--- config.mk ---
export PLATFORM = sky130hd
export DESIGN_NAME = spi_responder
export DESIGN_NICKNAME = d
export VERILOG_FILES = /design/src/rtl/spi_pkg.sv /design/src/rtl/spi_sync.sv /design/src/rtl/spi_responder.sv
export SDC_FILE = /design/constraint.sdc
export NUM_CORES = 1
export LEC_CHECK = 0
export ABC_AREA = 1
export CORE_ASPECT_RATIO = 0.5
export CORE_MARGIN = 4
export CORE_UTILIZATION = 50
export CTS_CLUSTER_SIZE = 14
export DETAILED_ROUTE_END_ITERATION = 8
export PLACE_DENSITY = 0.73
export REMOVE_ABC_BUFFERS = 1
export SYNTH_ARGS = -nofsm -noshare
export SYNTH_HDL_FRONTEND = slang
export SYNTH_HIERARCHICAL = 1
export SYNTH_SLANG_ARGS = --single-unit
--- constraint.sdc ---
create_clock -name clk -period 3.7 [get_ports clk]
set_input_delay 0.74 -clock clk [delete_from_list [all_inputs] [get_ports clk]]
set_output_delay 0.74 -clock clk [all_outputs]
set_load 0.005 [all_outputs]
--- src/rtl/spi_pkg.sv ---
// Shared SPI definitions: frame width default and responder FSM states.
package spi_pkg;

    localparam int SPI_WIDTH = 12;

    typedef enum logic [1:0] {
        IDLE,
        SHIFT,
        WAIT_CS
    } state_t;

endpackage

--- src/rtl/spi_sync.sv ---
// Single-bit flop synchronizer of parameterized depth with a reset level.
module spi_sync #(
    parameter int   STAGES = 2,
    parameter logic INIT   = 1'b0
) (
    input  logic clk,
    input  logic rst,
    input  logic d,
    output logic q
);

    logic [STAGES-1:0] ff;

    always_ff @(posedge clk) begin
        if (rst) begin
            ff <= {STAGES{INIT}};
        end else begin
            ff <= STAGES'({ff, d});
        end
    end

    assign q = ff[STAGES-1];

endmodule

--- src/rtl/spi_responder.sv ---
// SPI responder: LSB-first, master drives on sclk rise, we sample on fall.
module spi_responder
    import spi_pkg::*;
#(
    parameter int WIDTH       = SPI_WIDTH,
    parameter int SYNC_STAGES = 2
) (
    input  logic             clk,
    input  logic             rst,
    input  logic             sclk,
    input  logic             cs,
    input  logic             mosi,
    input  logic [WIDTH-1:0] tx_data,
    input  logic             tx_valid,
    output logic             tx_ready,
    output logic             miso,
    output logic [WIDTH-1:0] dout,
    output logic             done,
    output logic             frame_err
);

    localparam int CW = $clog2(WIDTH + 1);

    logic sclk_s;
    logic cs_s;
    logic mosi_s;
    logic sclk_q;
    logic cs_q;

    spi_sync #(.STAGES(SYNC_STAGES), .INIT(1'b0)) u_sclk (
        .clk(clk), .rst(rst), .d(sclk), .q(sclk_s)
    );
    spi_sync #(.STAGES(SYNC_STAGES), .INIT(1'b1)) u_cs (
        .clk(clk), .rst(rst), .d(cs), .q(cs_s)
    );
    spi_sync #(.STAGES(SYNC_STAGES), .INIT(1'b0)) u_mosi (
        .clk(clk), .rst(rst), .d(mosi), .q(mosi_s)
    );

    state_t           state;
    logic [CW-1:0]    cnt;
    logic [WIDTH-1:0] rx;
    logic [WIDTH-1:0] tx_sh;
    logic [WIDTH-1:0] tx_buf;
    logic             buf_full;
    logic [SYNC_STAGES:0] warm;
    logic             armed;

    logic sclk_rise;
    logic sclk_fall;
    logic start;
    logic load;

    // A cs already low when reset lifts must be seen high before it can open a frame.
    assign sclk_rise = sclk_s & ~sclk_q;
    assign sclk_fall = ~sclk_s & sclk_q;
    assign start     = (state == IDLE) & armed & cs_q & ~cs_s;
    assign load      = tx_valid & ~buf_full;
    assign tx_ready  = ~buf_full;

    always_ff @(posedge clk) begin
        if (rst) begin
            state     <= IDLE;
            cnt       <= '0;
            rx        <= '0;
            tx_sh     <= '0;
            tx_buf    <= '0;
            buf_full  <= 1'b0;
            dout      <= '0;
            done      <= 1'b0;
            frame_err <= 1'b0;
            miso      <= 1'b0;
            sclk_q    <= 1'b0;
            cs_q      <= 1'b1;
            warm      <= '0;
            armed     <= 1'b0;
        end else begin
            sclk_q    <= sclk_s;
            cs_q      <= cs_s;
            warm      <= {warm[SYNC_STAGES-1:0], 1'b1};
            armed     <= armed | (warm[SYNC_STAGES] & cs_s);
            done      <= 1'b0;
            frame_err <= 1'b0;

            if (load) begin
                tx_buf   <= tx_data;
                buf_full <= 1'b1;
            end else if (start) begin
                buf_full <= 1'b0;
            end

            unique case (state)
                IDLE: begin
                    if (start) begin
                        state <= SHIFT;
                        cnt   <= '0;
                        tx_sh <= buf_full ? tx_buf : '0;
                        miso  <= buf_full & tx_buf[0];
                    end
                end
                SHIFT: begin
                    if (cs_s) begin
                        state     <= IDLE;
                        frame_err <= 1'b1;
                        miso      <= 1'b0;
                    end else begin
                        if (sclk_fall) begin
                            rx  <= {mosi_s, rx[WIDTH-1:1]};
                            cnt <= cnt + 1'b1;
                            if (cnt == CW'(WIDTH - 1)) begin
                                dout  <= {mosi_s, rx[WIDTH-1:1]};
                                done  <= 1'b1;
                                state <= WAIT_CS;
                            end
                        end
                        if (sclk_rise && cnt != '0) begin
                            tx_sh <= tx_sh >> 1;
                            miso  <= tx_sh[1];
                        end
                    end
                end
                WAIT_CS: begin
                    if (cs_s) begin
                        state <= IDLE;
                        miso  <= 1'b0;
                    end
                end
                default: state <= IDLE;
            endcase
        end
    end

endmodule
Word level (Yosys, flattened, before mapping)
Cells that the tools add are included.
{"block": "totals", "reg_bits": 70, "in_bits": 18}
{"block": "op_classes", "n_eq_ne": 11, "bitwise": 15, "n_reduce_logical": 14, "n_mux": 25, "n_addsub": 1}
{"cell": "$mux 12", "count": 4}
{"cell": "$pmux 12 s2", "count": 1}
{"cell": "$reduce_and 4->1", "count": 5}
{"cell": "$mux 4", "count": 3}
{"cell": "$mux 2", "count": 5}
{"cell": "$mux 1", "count": 9}
{"cell": "$ne 3x2->1 const B", "count": 3}
{"cell": "$and 1x1->1", "count": 8}
{"cell": "$ne 2x2->1 const B", "count": 4}
{"cell": "$pmux 4 s2", "count": 1}
{"cell": "$not 1->1", "count": 6}
{"cell": "$pmux 2 s3", "count": 1}
{"cell": "$add 4x1->4 const B", "count": 1}
{"cell": "$eq 4x4->1 const B", "count": 1}
{"cell": "$reduce_bool 2->1", "count": 2}
{"cell": "$reduce_bool 4->1", "count": 1}
{"cell": "$reduce_or 4->1", "count": 1}
{"cell": "$pmux 1 s3", "count": 1}
{"cell": "$reduce_and 3->1", "count": 1}
{"cell": "$reduce_bool 3->1", "count": 1}
{"cell": "$eq 2x1->1 const B", "count": 1}
{"cell": "$eq 2x2->1 const B", "count": 1}
{"cell": "$logic_not 2->1", "count": 1}
{"cell": "$ne 2x1->1 const B", "count": 1}
{"cell": "other kinds (3)", "count": 3}

Longest topological paths before layout
Gate-level depths: netlist of run 1.
{"block": "logic_depth", "ltp_word": 6, "depth_mapped": 11, "ltp_nobuf": 10}

Hierarchy
The synthesis of run 1 kept the hierarchy.
{"module": "spi_responder", "seq_area_each_um2": 1241.2, "instances": 1, "area_per_inst_um2": 2523.7, "cells_each": 336}
{"module": "spi_sync at u_mosi ...", "seq_area_each_um2": 40.0, "instances": 2, "area_per_inst_um2": 55.1, "cells_each": 6}
{"module": "spi_sync at u_cs", "seq_area_each_um2": 40.0, "instances": 1, "area_per_inst_um2": 58.8, "cells_each": 7}

Least setup slack after synthesis of run 1
OpenSTA, ideal clock, no wires.
{"block": "synth_path", "path_type": "input to register", "from": "input port rst", "to": "register dout[3]", "path_stages": 5, "slack_ns": 2.150, "t_arrival_ns": 1.437, "path_buffers": 2, "t_required_ns": 3.588, "setup_time_ns": 0.112, "cell_sequence": "buf_2 clkinv_1 clkbuf_1 nand3_1 nand2_1"}
{"item": "from (decl)", "line": "spi_responder.sv:9", "text": "input logic rst,"}
{"item": "to (signal assigned)", "line": "spi_responder.sv:111", "text": "dout <= {mosi_s, rx[WIDTH-1:1]};"}
{"item": "to (decl)", "line": "spi_responder.sv:17", "text": "output logic [WIDTH-1:0] dout,"}

Worst setup path after layout of run 1
{"block": "layout_path", "from": "register state[1]", "to": "register dout[0]"}
{"block": "layout_via", "elab_chain_len": 2}
{"item": "from (decl)", "line": "spi_responder.sv:40", "text": "state_t state;"}
{"item": "from (signal assigned)", "line": "spi_responder.sv:63", "text": "state <= IDLE;"}
{"item": "from (signal assigned)", "line": "spi_responder.sv:95", "text": "state <= SHIFT;"}
{"item": "from (signal assigned)", "line": "spi_responder.sv:103", "text": "state <= IDLE;"}
{"item": "$eq 2x1->1", "line": "spi_responder.sv:92", "text": "unique case (state)"}
{"item": "$reduce_and 4->1 (no line)"}
Every way passes these cells.
A chain may end at the register's enable or synchronous reset.

==> results of run 1 <==
registers in the layout, summed over array words and instances (netlist names), 3 cells and up:
register  flops
tx_buf       12
cnt           4
dout         12
warm          3
tx_sh        11
rx           11
worst paths after layout:
| kind | start | slack [ns] | cells past startpoint | end |
|---|---|---|---|---|
| hold reg to reg | warm[0]$_DFF_P_ | 0.41 | 2 | warm[1]$_SDFF_PP0_ |
| setup / recovery | state[1]$_SDFFE_PP0P_ | 1.33 | 9 | dout[0]$_SDFFE_PP0P_ |
| setup reg to reg | state[1]$_SDFFE_PP0P_ | 1.33 | 9 | dout[0]$_SDFFE_PP0P_ |
| hold / removal | warm[0]$_DFF_P_ | 0.41 | 2 | warm[1]$_SDFF_PP0_ |
layout by cell type (no fill, tap or decap), drive strengths merged, types with 2 or more instances in the layout:
cell type,synthesis,layout
nand2,44,44
buf,9,2
inv,30,31
a21oi,6,6
nor2,110,110
clkbuf,8,9
clkdlybuf4s50,0,33
ha,7,7
bufinv,0,2
o21ai,36,36
nand3,19,19
a22oi,11,11
dfxtp,68,68
clkinv,1,4
area by class of cell:
class                   instances  area share (%)
multi-input cells             239            34.5
repair buffers                 35            10.6
clock buffers                   9            3.80
inverters                      31            3.57
clock inverters                 7            3.03
flip-flops and latches         68            41.8
well taps                      70            2.69
through the flow:
stage / cell area [um2] / util [%]
global placement: 3040 / 59.9
finish: 3260 / 64.3
floorplan: 2600 / -
detailed placement: 3040 / 59.9
CTS: 3260 / 64.3
global route: 3260 / 64.3
where the power goes:
group	internal, uW	leakage, uW	total, uW	switching [uW]
Clock	382	0.000110	668	285
Combinational	69.7	0.000786	176	107
Sequential	771	0.000555	793	22.1
Total	1220	0.00145	1640	414
worst reg2reg max path: stages, from the launching register on:
cell and delay (ns):
dfxtp_1 0.34, inv_1 0.11, ha_1 0.68, nand2_4 0.16
nor2_4 0.24, inv_2 0.16, nor2_4 0.25, inv_2 0.15
nor2_1 0.13, nor2_1 0.06
cell families after synthesis:
family | after synthesis
and+or+nand+nor | 174
AOI/OAI and AO/OA | 58
buffers and inverters | 48
adders and majority gates | 7
DFF | 68
routing by layer:
layer  part of all wire, %  up-vias
met5                     0        -
met4                  0.64        0
met3                   4.4        7
met2                    47       50
met1                    48     1085
li1                      -     1186
==> flow_metrics.env, run 1 <==
export IMPL_viasPerCell=5.07
export IMPL_worstPathArrival_ns=2.60
export IMPL_crit_path_cell_trace="inv_1 > ha_1 > nand2_4 > nor2_4 > inv_2 > nor2_4 > inv_2 > nor2_1 > nor2_1"
export IMPL_root_buffer="clkbuf_8"
export IMPL_seq_area_frac_synth_pct=50.6
export IMPL_cts_setup_buffers=0
export IMPL_setup_violations=0
export IMPL_worst_setup_path_end_kind="flip-flop"
export IMPL_ys_warn_count=6
export IMPL_multi_input_area_um2=1130
export IMPL_worst_path_max_fanout=19
export IMPL_path_buf_inv=3
export IMPL_grt_first_pass_wirelength_um=9730
export IMPL_busiest_layer="met2"
export IMPL_drtPass1Iterations=4
export IMPL_hpwl_um=3820
export IMPL_hold_viol_final=0
export IMPL_synthTopCellsByCount="nor2_1, dfxtp_1, nand2_1"
export IMPL_synth_largest_area_cell="dfxtp_1"
export IMPL_met1_usage_pct=22.0
export IMPL_cts_sinks=68
export IMPL_clockBufferDepth=2
export IMPL_synth_edf_count=0
export IMPL_num_antenna_cells=0
export IMPL_synthAdderAreaFrac_pct=3.25
export IMPL_grtUsageMet3_pct=5.76
export IMPL_synth_top_area_share_pct=50.6
export IMPL_rsz0062_at_grt="no"
export IMPL_status="complete, no violations"
export IMPL_gp_congestion=0.837
export IMPL_instances_no_fill=459
export IMPL_synth_seq_cells=68
export IMPL_finalCritPeriodShare_pct=64.0
export IMPL_synth_cell_types=25
export IMPL_place_inst=443
export IMPL_cts_tree="built"
export IMPL_synth_compound_area_share_pct=12.5
export IMPL_port_buffer_count=33
export IMPL_worstSkewPairLatency_ns=0.34
export IMPL_core_rowCount=18
export IMPL_cp_required_ns=3.94
export IMPL_max_stage_delay_ns=0.68
export IMPL_fp_dieH_um=59.9
export IMPL_hold_path_class="reg -> reg"
export IMPL_die_w_um=112
export IMPL_numCtsBuffers=9
export IMPL_n_fill_cell=469
export IMPL_maxCapViolations=0
export IMPL_synth_ff_type="dfxtp_1"
export IMPL_drc=0
export IMPL_synth_area_per_cell_um2=7.58
export IMPL_tns_ns=0
export IMPL_synth_area_um2=2690
export IMPL_vias=2328
export IMPL_pre_cts_slack_ns=1.22
export IMPL_worst_pin_slew_ns=0.785
export IMPL_drtAntennaViolNets=0
export IMPL_cts_max_level=3
export IMPL_drt_iter0_drc=121
export IMPL_fin_nets=409
export IMPL_register_area_um2=1360
export IMPL_start_util_pct=53.1
export IMPL_use_met2_pct=30.7
export IMPL_skew_ns=0.0111
export IMPL_cts_hold_buf=0
export IMPL_total_power_uw=1640
export IMPL_grt_max_degree=35
export IMPL_area_growth_pct=21.1
export IMPL_synth_most_common_cell="nor2_1"
export IMPL_avgRoutedWirePerCell_um=12.3
export IMPL_crit_path_start_kind="flip-flop"
export IMPL_clkTransAtPathRegs_ns=0.08
export IMPL_io_pins=34
export IMPL_synth_mux_area_share_pct=0
export IMPL_cpMaxStageDelayCell="ha_1"
export IMPL_core_um2=5070
export IMPL_syn_inst=355
export IMPL_synth_async_sr_flop_share_pct=0
export IMPL_cts_resized=0
export IMPL_grt_pass1_vias=2138
export IMPL_grt_overflow_total=0
export IMPL_drive_gt1_share_pct=7.46
export IMPL_finalMaxSlewViolations=0
export IMPL_synth_simple_area_share_pct=26.0
export IMPL_fmax_mhz=422
export IMPL_path_delay_family="simple AND/OR/NAND/NOR gates"
export IMPL_totalWireLength_um=5620
export IMPL_antenna_found_initial=0
export IMPL_slew_headroom_pct=47.7
export IMPL_whs_ns=0.415
export IMPL_grt_usage_pct=18.1
export IMPL_dieArea_um2=6690
export IMPL_p_per_area_nw_per_um2=502
export IMPL_fin_crit_ns=2.37
export IMPL_synth_top_family_by_area="simple AND/OR/NAND/NOR gates"
export IMPL_ys_top_cells_by_area="dfxtp_1, nor2_1, o21ai_0"
export IMPL_synthXorXnorAreaFrac_pct=0
export IMPL_leakagePower_uw=0.00145
export IMPL_critPathKind="reg -> reg"
export IMPL_finalWorstSetupSlack_ns=1.33
export IMPL_ir_worst_vdd_mv=0.309
No activity file was read; power rests on OpenSTA's default activity.
==> run 2: changes to the inputs <==
Clock period 3.7 ns to 2.42 ns, I/O delays scaled along.
==> run 2 against run 1 <==
  * First-iteration DRC count decreased by 16%
  * Setup slack worse by 0.88 ns
  * Clock power is 86% higher
  * Clock-buffer cell count increased by 1
  * Cell area is 2.0% higher
  * Total power up 66%
  * Sequential share of layout area is 0.82 points lower
  * Flip-flop and latch count unchanged
  * Sequential power up 53%
  * Critical endpoint is now tx_sh[2]$_SDFFE_PP0P_
  * Largest cell class unchanged
  * Highest routed layer unchanged
==> flow_metrics.env, run 2 (same netlist as run 1, synthesis figures left out) <==
export IMPL_status="complete, no violations"
export IMPL_pre_cts_slack_ns=0.474
export IMPL_worstPathArrival_ns=2.25
export IMPL_drtPass1Iterations=4
export IMPL_setup_violations=0
export IMPL_die_w_um=112
export IMPL_gp_congestion=0.835
export IMPL_worst_path_max_fanout=18
export IMPL_cts_setup_buffers=0
export IMPL_min_to="warm[1]$_SDFF_PP0_"
export IMPL_fin_nets=411
export IMPL_drc=0
export IMPL_vias=2298
export IMPL_rsz0062_at_grt="no"
export IMPL_clockBufferDepth=2
export IMPL_worstSkewPairLatency_ns=0.35
export IMPL_grt_usage_pct=17.8
export IMPL_dieArea_um2=6690
export IMPL_cts_max_level=3
export IMPL_root_buffer="clkbuf_8"
export IMPL_cp_required_ns=2.71
export IMPL_leakagePower_uw=0.00148
export IMPL_port_buffer_count=33
export IMPL_top_regs="dout (12), tx_buf (12)"
export IMPL_grt_max_degree=56
export IMPL_totalWireLength_um=5400
export IMPL_final_common_cell="nor2_1"
export IMPL_io_pins=34
export IMPL_ir_worst_vdd_mv=0.572
export IMPL_grt_overflow_total=0
export IMPL_crit_path_start_kind="flip-flop"
export IMPL_hold_path_class="reg -> reg"
export IMPL_critPathKind="reg -> reg"
export IMPL_num_antenna_cells=0
export IMPL_fp_dieH_um=59.9
export IMPL_maxCapViolations=0
export IMPL_fmax_mhz=508
export IMPL_grt_first_pass_wirelength_um=9390
export IMPL_place_inst=445
export IMPL_avgRoutedWirePerCell_um=11.7
export IMPL_cts_hold_buf=0
export IMPL_start_util_pct=53.1
export IMPL_whs_path_depth=2
export IMPL_antenna_found_initial=0
export IMPL_clkTransAtPathRegs_ns=0.07
export IMPL_postLayoutCoreUtil_pct=65.6
export IMPL_hpwl_um=3630
export IMPL_layout_common_cells="nor2_1, dfxtp_1, nand2_1, o21ai_0, clkdlybuf4s50_1"
export IMPL_cts_tree="built"
export IMPL_grt_pass1_vias=2147
export IMPL_area_growth_pct=23.5
export IMPL_drive_gt1_share_pct=7.93
export IMPL_tns_ns=0
export IMPL_r2r_slack_ns=0.45
export IMPL_drt_iter0_drc=102
export IMPL_hold_viol_final=0
export IMPL_r2r_start="state[1]$_SDFFE_PP0P_"
export IMPL_cts_sinks=68
export IMPL_finalWorstSetupSlack_ns=0.452
export IMPL_min_from="warm[0]$_DFF_P_"
export IMPL_drtAntennaViolNets=0
export IMPL_n_fill_cell=424
export IMPL_fin_crit_ns=1.97
export IMPL_finalMaxSlewViolations=0
export IMPL_core_um2=5070
export IMPL_cts_resized=0
export IMPL_worst_setup_path_end_kind="flip-flop"
export IMPL_r2r_cells=8
export IMPL_finalCritPeriodShare_pct=81.3
export IMPL_r2r_end="tx_sh[2]$_SDFFE_PP0P_"
export IMPL_whs_ns=0.402
export IMPL_instances_no_fill=461
export IMPL_p_per_area_nw_per_um2=820
export IMPL_viasPerCell=4.98
export IMPL_slew_headroom_pct=54.1
export IMPL_numCtsBuffers=9
export IMPL_core_rowCount=18
export IMPL_worst_pin_slew_ns=0.686
export IMPL_skew_ns=0.00850
## run 2: worst max-delay path by stage
stage / cells past startpoint / to / from / slack, ns
after floorplan: 9 / dout[3]$_SDFFE_PP0P_ / state[1]$_SDFFE_PP0P_ / 0.54
after global placement: 8 / tx_sh[1]$_SDFFE_PP0P_ / state[1]$_SDFFE_PP0P_ / 0.55
after detailed placement: 8 / tx_sh[2]$_SDFFE_PP0P_ / state[1]$_SDFFE_PP0P_ / 0.47
after CTS: 8 / tx_sh[2]$_SDFFE_PP0P_ / state[1]$_SDFFE_PP0P_ / 0.44
after global routing: 8 / tx_sh[9]$_SDFFE_PP0P_ / state[1]$_SDFFE_PP0P_ / 0.22
final: 8 / tx_sh[2]$_SDFFE_PP0P_ / state[1]$_SDFFE_PP0P_ / 0.45
## run 2: area by class of cell
cell class | instances | area (um2) | area share, %
Clock buffer | 10 | 138 | 4.14
Clock inverter | 6 | 135 | 4.06
Inverter | 31 | 116 | 3.50
Multi-Input combinational cell | 239 | 1130 | 33.9
Sequential cell | 68 | 1360 | 40.9
Tap cell | 70 | 87.6 | 2.63
Timing Repair Buffer | 37 | 360 | 10.8
## run 2: stage by stage
stage	area [um2]	total power (uW)
after global placement	3050	1500
after detailed placement	3050	1510
final	3320	2730
after CTS	3320	2760
after floorplan	2600	1410
after global routing	3320	2850
## run 2: report_power, final
group          internal, uW  leakage (uW)  switching [uW]  total, uW
Sequential             1180      0.000555            33.8       1210
Clock                   816      0.000129             425       1240
Combinational           111      0.000796             161        272
Total                  2110       0.00148             619       2730
## run 2: metal layers
metal  vias to the layer above  GRT usage [%]  routed length, um
met5                         -              0                  0
met4                         0           8.32                 95
met3                        16           7.28                317
met2                        65           30.6               2480
met1                      1030           19.8               2520
li1                       1187              -                  -
## run 2: critical path: stages, from the launching register on
cell and delay (ns):
dfxtp_1 0.37, inv_1 0.09, ha_1 0.23, buf_4 0.22, nor2_1 0.56, a22oi_1 0.13
nand3_1 0.13, nand2_1 0.06, nor2_1 0.10
==> run 3: changes to the inputs <==
Settings changed: CORE_UTILIZATION 50 to 49, PLACE_DENSITY 0.73 to 0.75.
Clock period 2.42 ns to 1.6 ns, I/O delays scaled along.
==> run 3 against run 2 <==
  * Non-clock buffer count rose by 10
  * Critical path depth fell by 7
  * Cell count rose by 2.4%
  * Routed wire length rose by 7.4%
  * Clock power rose by 26%
  * Total power rose by 42%
  * Die area rose by 1.8%
  * Clock-buffer cell count fell by 1
  * Utilization rose by 1.2 points
  * Sequential share of layout area fell by 0.91 points
  * Setup slack got worse by 0.38 ns
  * Critical path type is now reg -> out
  * Largest cell class unchanged
  * Highest routed layer unchanged
==> flow_metrics.env, run 3 (same netlist as run 1, synthesis figures left out) <==
export IMPL_grt_max_degree=28
export IMPL_layout_common_cells="nor2_1, dfxtp_1, nand2_1, o21ai_0, clkdlybuf4s50_1"
export IMPL_grt_first_pass_wirelength_um=9890
export IMPL_port_buffer_count=33
export IMPL_antenna_found_initial=0
export IMPL_fmax_mhz=654
export IMPL_cts_max_level=3
export IMPL_switching_share_pct=25.7
export IMPL_clockBufferDepth=2
export IMPL_drtAntennaViolNets=0
export IMPL_die_w_um=113
export IMPL_postLayoutCoreUtil_pct=66.8
export IMPL_io_pins=34
export IMPL_final_common_cell="nor2_1"
export IMPL_cts_hold_buf=0
export IMPL_core_um2=5110
export IMPL_fin_nets=422
export IMPL_num_antenna_cells=0
export IMPL_worstSkewPairLatency_ns=0.34
export IMPL_skew_ns=0.0109
export IMPL_p_sw_uw=997
export IMPL_area_growth_pct=26.9
export IMPL_dieArea_um2=6820
export IMPL_top_regs="dout (12), tx_buf (12)"
export IMPL_cts_sinks=68
export IMPL_fin_crit_ns=1.53
export IMPL_avgRoutedWirePerCell_um=12.3
export IMPL_maxCapViolations=0
export IMPL_seqPwrFrac_pct=47.4
export IMPL_leakagePower_uw=0.00152
export IMPL_drc=0
export IMPL_drt_iter0_drc=114
export IMPL_grt_overflow_total=0
export IMPL_grt_usage_pct=18.5
export IMPL_grt_pass1_vias=2331
export IMPL_numCtsBuffers=9
export IMPL_crit_path_cell_trace="clkdlybuf4s50_1"
export IMPL_setup_violations=0
export IMPL_path_buf_inv=1
export IMPL_critPathKind="reg -> out"
export IMPL_cpMaxStageDelayCell="clkdlybuf4s50_1"
export IMPL_n_fill_cell=401
export IMPL_whs_ns=0.410
export IMPL_crit_path_start_kind="flip-flop"
export IMPL_worst_path_max_fanout=2
export IMPL_path_delay_family="buffers and inverters"
export IMPL_viasPerCell=4.98
export IMPL_max_stage_delay_ns=0.51
export IMPL_hold_path_class="reg -> reg"
export IMPL_start_util_pct=52.7
export IMPL_drtPass1Iterations=5
export IMPL_totalWireLength_um=5800
export IMPL_finalCritPeriodShare_pct=95.6
export IMPL_worst_pin_slew_ns=0.394
export IMPL_p_int_uw=2880
export IMPL_gp_congestion=0.902
export IMPL_worst_setup_path_end_kind="output pin"
export IMPL_root_buffer="clkbuf_8"
export IMPL_worstPathArrival_ns=1.21
export IMPL_hold_viol_final=0
export IMPL_instances_no_fill=472
export IMPL_cp_required_ns=1.28
export IMPL_finalMaxSlewViolations=0
export IMPL_ir_worst_vdd_mv=0.562
export IMPL_core_rowCount=18
export IMPL_place_inst=453
export IMPL_fp_dieH_um=60.4
export IMPL_p_per_area_nw_per_um2=1140
export IMPL_status="complete, no violations"
export IMPL_cts_tree="built"
export IMPL_drive_gt1_share_pct=13.2
export IMPL_comb_power_share_pct=12.4
export IMPL_clockPowerShare_pct=40.2
export IMPL_vias=2349
export IMPL_slew_headroom_pct=73.7
export IMPL_hpwl_um=3830
export IMPL_clkTransAtPathRegs_ns=0.08
run 3: changes by cell type in the layout (fill, tap and decap cells not counted), sizes merged:
cell	previous run	this run
clkbuf	10	9
clkinv	1	3
inv	30	32
buf	4	14
dlymetal6s2s	0	1
bufinv	4	2
clkdlybuf4s50	33	32
run 3: path summary, 6_finish.rpt:
| path | slack, ns | depth (start not counted) | to | start |
|---|---|---|---|---|
| setup reg to reg | 0.09 | 9 | tx_sh[11]$_SDFFE_PP0P_ | state[0]$_SDFFE_PP0P_ |
| hold reg to reg | 0.41 | 2 | u_mosi/ff[1]$_SDFF_PP0_ | u_mosi/ff[0]$_SDFF_PP0_ |
| hold / removal | 0.41 | 2 | u_mosi/ff[1]$_SDFF_PP0_ | u_mosi/ff[0]$_SDFF_PP0_ |
| setup / recovery | 0.07 | 1 | dout[6] | dout[6]$_SDFFE_PP0P_ |
run 3: final cells by class:
class	count	area (um2)	area share [%]
flip-flops and latches	68	1370	40.0
multi-input cells	239	1160	34.0
repair buffers	47	449	13.2
clock buffers	9	124	3.63
inverters	31	119	3.48
clock inverters	7	98.8	2.89
well taps	70	87.6	2.56
repair inverters	1	7.51	0.220
run 3: power by group through the flow:
stage | clock network (uW) | logic (uW) | registers, uW
2_1_floorplan | 0 | 274 | 1860
3_3_place_gp | 0 | 425 | 1870
3_5_place_dp | 0 | 434 | 1870
4_1_cts | 1590 | 449 | 1830
5_1_grt | 1670 | 549 | 1850
6_report | 1560 | 480 | 1840
run 3: metrics by stage:
stage                     cell area [um2]  power, uW  setup slack [ns]  setup TNS (ns)
after global placement               3110       2290            0.0363               0
after CTS                            3360       3870            0.0189               0
after detailed placement             3110       2310           -0.0890          -0.692
after global routing                 3420       4070           -0.0275         -0.0322
after floorplan                      2600       2130            -0.281           -5.12
final                                3420       3880            0.0698               0
run 3: what timing repair did:
action | 4_1_cts | 5_1_grt
gates resized for setup | 3 | 17
setup endpoints to repair | 22 | 26
setup buffers | 1 | 1
pin swaps | 1 | 0
gates cloned | 1 | 0
run 3: per-layer routing:
metal	up-vias	track usage [%]	share of wire (%)
met5	-	0	0
met4	0	5.82	0.86
met3	5	7.57	5.4
met2	59	33.3	50
met1	1079	20.6	44
li1	1206	-	-
